### src/rtl/imem_loader.sv
// imem_loader: boot-time instruction memory loader.
// Assembles a byte stream into 33-bit words and holds the CPU until the image checks out.
module imem_loader #(
    parameter int INSTR_W         = 33,
    parameter int ADDR_W          = 9,
    parameter int BYTES_PER_INSTR = 5
) (
    input  logic               clk,
    input  logic               rst,
    input  logic               start_i,
    input  logic               byte_valid_i,
    input  logic [7:0]         byte_data_i,
    output logic               byte_ready_o,
    output logic               imem_we_o,
    output logic [ADDR_W-1:0]  imem_addr_o,
    output logic [INSTR_W-1:0] imem_wdata_o,
    output logic               cpu_hold_o,
    output logic               done_o,
    output logic               err_o
);

    localparam int IDX_W = $clog2(BYTES_PER_INSTR);
    localparam int ASM_W = 8 * BYTES_PER_INSTR;
    localparam logic [IDX_W-1:0] LAST_IDX = IDX_W'(BYTES_PER_INSTR - 1);

    typedef enum logic [2:0] {
        S_IDLE, S_HDR_LO, S_HDR_HI, S_PAYLOAD,
        S_WRITE, S_CHECK, S_DONE, S_ERR
    } state_e;

    state_e             state_q, state_d;
    logic               ready_q, ready_d;
    logic               we_q, we_d;
    logic [ADDR_W-1:0]  addr_q, addr_d;
    logic [INSTR_W-1:0] wdata_q, wdata_d;
    logic               hold_q, hold_d;
    logic               done_q, done_d;
    logic               err_q, err_d;
    logic [7:0]         acc_q, acc_d;
    logic [IDX_W-1:0]   idx_q, idx_d;
    logic [ADDR_W-1:0]  cnt_q, cnt_d;
    logic [ASM_W-1:0]   asm_q, asm_d;
    logic               xfer;

    assign xfer = byte_valid_i & ready_q;

    // Next-state logic; every output is registered from the next state so
    // byte_ready_o never depends combinationally on byte_valid_i.
    always_comb begin
        state_d = state_q;
        addr_d  = addr_q;
        wdata_d = wdata_q;
        acc_d   = acc_q;
        idx_d   = idx_q;
        cnt_d   = cnt_q;
        asm_d   = asm_q;
        case (state_q)
            S_IDLE, S_DONE, S_ERR: begin
                if (start_i) begin
                    state_d = S_HDR_LO;
                    acc_d   = '0;
                    addr_d  = '0;
                    idx_d   = '0;
                end
            end
            S_HDR_LO: begin
                if (xfer) begin
                    cnt_d[7:0] = byte_data_i;
                    acc_d      = acc_q ^ byte_data_i;
                    state_d    = S_HDR_HI;
                end
            end
            S_HDR_HI: begin
                if (xfer) begin
                    acc_d = acc_q ^ byte_data_i;
                    if (|byte_data_i[7:1]) begin
                        state_d = S_ERR;
                    end else begin
                        cnt_d[8] = byte_data_i[0];
                        state_d  = S_PAYLOAD;
                    end
                end
            end
            S_PAYLOAD: begin
                if (xfer) begin
                    acc_d = acc_q ^ byte_data_i;
                    asm_d[{idx_q, 3'b000} +: 8] = byte_data_i;
                    if (idx_q == LAST_IDX) begin
                        idx_d   = '0;
                        wdata_d = asm_d[INSTR_W-1:0];
                        state_d = S_WRITE;
                    end else begin
                        idx_d = idx_q + 1'b1;
                    end
                end
            end
            S_WRITE: begin
                if (addr_q == cnt_q) begin
                    state_d = S_CHECK;
                end else begin
                    addr_d  = addr_q + 1'b1;
                    state_d = S_PAYLOAD;
                end
            end
            S_CHECK: begin
                if (xfer) begin
                    state_d = (byte_data_i == acc_q) ? S_DONE : S_ERR;
                end
            end
            default: state_d = S_IDLE;
        endcase
        ready_d = (state_d == S_HDR_LO) || (state_d == S_HDR_HI) ||
                  (state_d == S_PAYLOAD) || (state_d == S_CHECK);
        we_d    = (state_d == S_WRITE);
        hold_d  = (state_d != S_DONE);
        done_d  = (state_d == S_DONE);
        err_d   = (state_d == S_ERR);
    end

    // State and registered outputs; reset leaves the pipeline held.
    always_ff @(posedge clk or negedge rst) begin
        if (!rst) begin
            state_q <= S_IDLE;
            ready_q <= 1'b0;
            we_q    <= 1'b0;
            addr_q  <= '0;
            wdata_q <= '0;
            hold_q  <= 1'b1;
            done_q  <= 1'b0;
            err_q   <= 1'b0;
            acc_q   <= '0;
            idx_q   <= '0;
            cnt_q   <= '0;
            asm_q   <= '0;
        end else begin
            state_q <= state_d;
            ready_q <= ready_d;
            we_q    <= we_d;
            addr_q  <= addr_d;
            wdata_q <= wdata_d;
            hold_q  <= hold_d;
            done_q  <= done_d;
            err_q   <= err_d;
            acc_q   <= acc_d;
            idx_q   <= idx_d;
            cnt_q   <= cnt_d;
            asm_q   <= asm_d;
        end
    end

    assign byte_ready_o = ready_q;
    assign imem_we_o    = we_q;
    assign imem_addr_o  = addr_q;
    assign imem_wdata_o = wdata_q;
    assign cpu_hold_o   = hold_q;
    assign done_o       = done_q;
    assign err_o        = err_q;

endmodule
### config.mk
export PLATFORM = sky130hd
export DESIGN_NAME = imem_loader
export DESIGN_NICKNAME = d
export VERILOG_FILES = /design/src/rtl/imem_loader.sv
export SDC_FILE = /design/constraint.sdc
export NUM_CORES = 1
export LEC_CHECK = 0
export CELL_PAD_IN_SITES_DETAIL_PLACEMENT = 1
export CELL_PAD_IN_SITES_GLOBAL_PLACEMENT = 1
export CORE_MARGIN = 8
export CORE_UTILIZATION = 39
export DETAILED_ROUTE_END_ITERATION = 6
export GPL_TIMING_DRIVEN = 0
export HOLD_SLACK_MARGIN = 0.15
export PLACE_DENSITY_LB_ADDON = 0.1
export SLEW_MARGIN = 20
export SYNTH_ARGS = -nofsm -noshare
export SYNTH_HDL_FRONTEND = slang
export SYNTH_SLANG_ARGS = --single-unit
### constraint.sdc
create_clock -name clk -period 2.8 [get_ports clk]
set_input_delay 0.42 -clock clk [delete_from_list [all_inputs] [get_ports clk]]
set_output_delay 0.42 -clock clk [all_outputs]
set_load 0.02 [all_outputs]
==> flow_summary_export.csv <==
group,metric,value,unit
yosys,synth.yosys.warnings,0,
drt,vias_after_detailed_routing,4130,
placement,port-buffer-count,50,
drt,vias_per_cell,5.36,
timing,final_period_minus_worst_setup_slack,2.75,ns
global_route,grt-ovfl-total,0,
drt,drc,0,
timing,final-setup-viol-count,0,
finish,num_antenna_cells,0,
yosys,synthesis.instances,525,
timing,slew_headroom,49.1,%
clock_tree,tritoncts_clock_tree,"built",
floorplan,ioPinCount,59,
yosys,syn-cell-area,5130,um2
yosys,synth-async-reset-ratio,100,%
timing,transition_at_the_pin_with_the_smallest_max_transition_slack,0.763,ns
min_path,worst_hold_path_type,"reg2reg",
floorplan,floorplan.core_area,13000,um2
yosys,synth-edff-count,0,
worst_setup_path,path_max_fanout,9,
worst_setup_path,setup.worst_path.end_class,"flip-flop",
drt,wire_per_inst,18.0,um
yosys,synth.area.top_cells,"sky130_fd_sc_hd__dfrtp_1, sky130_fd_sc_hd__o21ai_0, sky130_fd_sc_hd__nand2_1",
finish,syn_to_final_growth,21.1,%
floorplan,initial_core_util,39.4,%
yosys,synth.yosys.seq_area_share,50.2,%
global_route,number_of_global_route_vias_before_repair,4361,
power,irDropWorstVdd,384,uV
drt,met2RoutedLength,6600,um
worst_setup_path,critical_path_class,"reg2reg",
power,total_leakage_power,2.78,nW
placement,place.gp.congestion,0.814,
clock_tree,cts-htree-levels,3,
yosys,synth.net_count,545,
worst_setup_path,worstSetupStartpointType,"flip-flop",
finish,final_cell_area,6220,um2
timing,fin_tns_setup,0,ns
yosys,synth_common_cells,"sky130_fd_sc_hd__dfrtp_1, sky130_fd_sc_hd__nand2_1, sky130_fd_sc_hd__o21ai_0",
drt,top_signal_layer_used,"met4",
drt,wl_met1,6530,um
yosys,dominantRegCellSynth,"sky130_fd_sc_hd__dfrtp_1",
yosys,synth.distinct_cells,50,
drt,dr.pass1.iters,4,
yosys,postSynthRegisterBits,103,
finish,drive_gt1_share,11.1,%
global_route,antenna_found_initial,0,
drt,wl,13900,um
power,power.density_cell_area,843,nW/um2
clock_tree,clock-sinks,103,
global_route,largest_net_degree_at_the_start_of_global_routing,59,
clock_tree,cts_buffer_count,9,
floorplan,die_area,17100,um2
timing,report.final.hold_viol_count,0,
clock_tree,clockBufferDepth,2,
finish,finish.net_count,610,
timing,clock.fmax,364,MHz
clock_tree,cts.root.buffer_cell,"sky130_fd_sc_hd__clkbuf_16",
drt,dr_wl_met3,517,um
yosys,most_frequent_cell_after_synthesis,"sky130_fd_sc_hd__dfrtp_1",
floorplan,rows,42,
floorplan,die_h,131,um
yosys,synth.avg_cell_area,9.78,um2
floorplan,die_w,131,um
timing,final_min_period_over_clock_period,98.2,%
timing,final_clock_skew,0.00603,ns
clock_tree,clk-insertion-delay-late,0.35,ns
worst_setup_path,crit_required,3.04,ns
timing,final_max_slew_viols,0,
drt,drt_iter0_markers,193,
global_route,grt_pass1_wl,23100,um
placement,place.detailed.hpwl,9760,um
global_route,grt_use_total,17.4,%
placement,post_dp_area,5880,um2
worst_setup_path,worstPathArrival,2.99,ns
yosys,synth_top_cell_by_area,"sky130_fd_sc_hd__dfrtp_1",
status,outcome,"finished clean",
job,maxCapViolations,0,
drt,route.antenna.remaining_nets,0,
yosys,synth.top_cell.area_share,49.7,%
clock_tree,clk_pin_slew_worst_paths,0.07,ns
## per-stage QoR
stage	setup WS, ns	hold slack, ns	power, mW	utilization (%)	std cells
3_3_place_gp	-2.65	0.462	3.90	44.9	751
5_1_grt	-0.00165	0.511	5.57	47.7	771
2_1_floorplan	0.0345	0.124	3.34	-	525
4_1_cts	0.0561	0.487	5.25	47.5	769
3_5_place_dp	-0.282	0.376	3.98	45.1	752
6_report	0.0518	0.479	5.24	47.7	771
## cell families after synthesis
family | synth area share (%)
simple gates | 17.5
mux | 10.2
buf+inv | 3.80
compound gates | 13.4
fa+ha+maj | 1.95
xor+xnor | 2.90
flops | 50.2
## critical path: stages, from the launching register on
cell and delay [ns]:
sky130_fd_sc_hd__dfrtp_2 0.45, sky130_fd_sc_hd__inv_1 0.10, sky130_fd_sc_hd__ha_1 0.19, sky130_fd_sc_hd__ha_2 0.35, sky130_fd_sc_hd__or4b_4 0.58, sky130_fd_sc_hd__buf_6 0.17
sky130_fd_sc_hd__or3_1 0.33, sky130_fd_sc_hd__buf_6 0.16, sky130_fd_sc_hd__mux2_4 0.30
## worst paths after layout
kind / end / slack [ns] / cells past startpoint / startpoint
max: asm_q[5]$_DFFE_PN0P_ / 0.05 / 8 / idx_q[1]$_DFFE_PN0P_
min: imem_wdata_o[24]$_DFFE_PN0P_ / 0.48 / 2 / imem_wdata_o[24]$_DFFE_PN0P_
max reg2reg: asm_q[5]$_DFFE_PN0P_ / 0.05 / 8 / idx_q[1]$_DFFE_PN0P_
min reg2reg: imem_wdata_o[24]$_DFFE_PN0P_ / 0.48 / 2 / imem_wdata_o[24]$_DFFE_PN0P_
max in group asynchronous: imem_addr_o[4]$_DFFE_PN0P_ / 1.61 / 3 / rst
min in group asynchronous: imem_wdata_o[27]$_DFFE_PN0P_ / 0.55 / 2 / rst
## layout by cell type (no fill, tap or decap), types with 10 or more instances in the layout
| master | synthesis | routed |
|---|---|---|
| sky130_fd_sc_hd__dfrtp_1 | 102 | 100 |
| sky130_fd_sc_hd__nand2_1 | 74 | 74 |
| sky130_fd_sc_hd__o21ai_0 | 62 | 62 |
| sky130_fd_sc_hd__clkdlybuf4s50_1 | 0 | 49 |
| sky130_fd_sc_hd__clkbuf_1 | 32 | 32 |
| sky130_fd_sc_hd__nor2_1 | 32 | 32 |
| sky130_fd_sc_hd__nand3_1 | 20 | 19 |
| sky130_fd_sc_hd__a21oi_1 | 19 | 19 |
| sky130_fd_sc_hd__mux2_2 | 19 | 19 |
| sky130_fd_sc_hd__mux2i_1 | 19 | 19 |
| sky130_fd_sc_hd__and3_1 | 13 | 13 |
| sky130_fd_sc_hd__inv_1 | 12 | 11 |
| sky130_fd_sc_hd__xor2_1 | 10 | 10 |
| sky130_fd_sc_hd__nor2b_1 | 10 | 10 |
## flip-flops by register name (all words and copies together) (netlist names)
name and flops:
acc_q 8, err_o 1, state_q 3, imem_addr_o 9, asm_q 33, byte_ready_o 1
done_o 1, idx_q 3, cnt_q 9, imem_wdata_o 33, imem_we_o 1, cpu_hold_o 1
## cell type report
cell class,instances,area (um2)
fillers,1516,6820
multi-input cells,374,2370
well taps,176,220
clock buffers,14,274
inverters,12,45.0
plain buffers,35,148
repair buffers,55,562
clock inverters,2,13.8
flip-flops and latches,103,2580
## where the power goes
group	internal (mW)	switching (mW)
registers	1.83	0.248
logic	0.841	1.09
clock network	0.678	0.553
total	3.35	1.89
## routing by layer
metal	vias to the layer above	global-route usage (%)
met2	61	28.1
li1	1952	-
met3	20	2.88
met4	0	7.02
met5	-	0
met1	2097	22.7
## timing repair
item / in CTS / in global routing
buffers inserted: 1 / 2
setup endpoints to repair: 40 / 19
gates resized for setup: 3 / 5
hold buffers: 1 / 0
gates cloned: 0 / 0
endpoints found under the hold margin: 44 / 0
(Power assumes the default switching activity.)
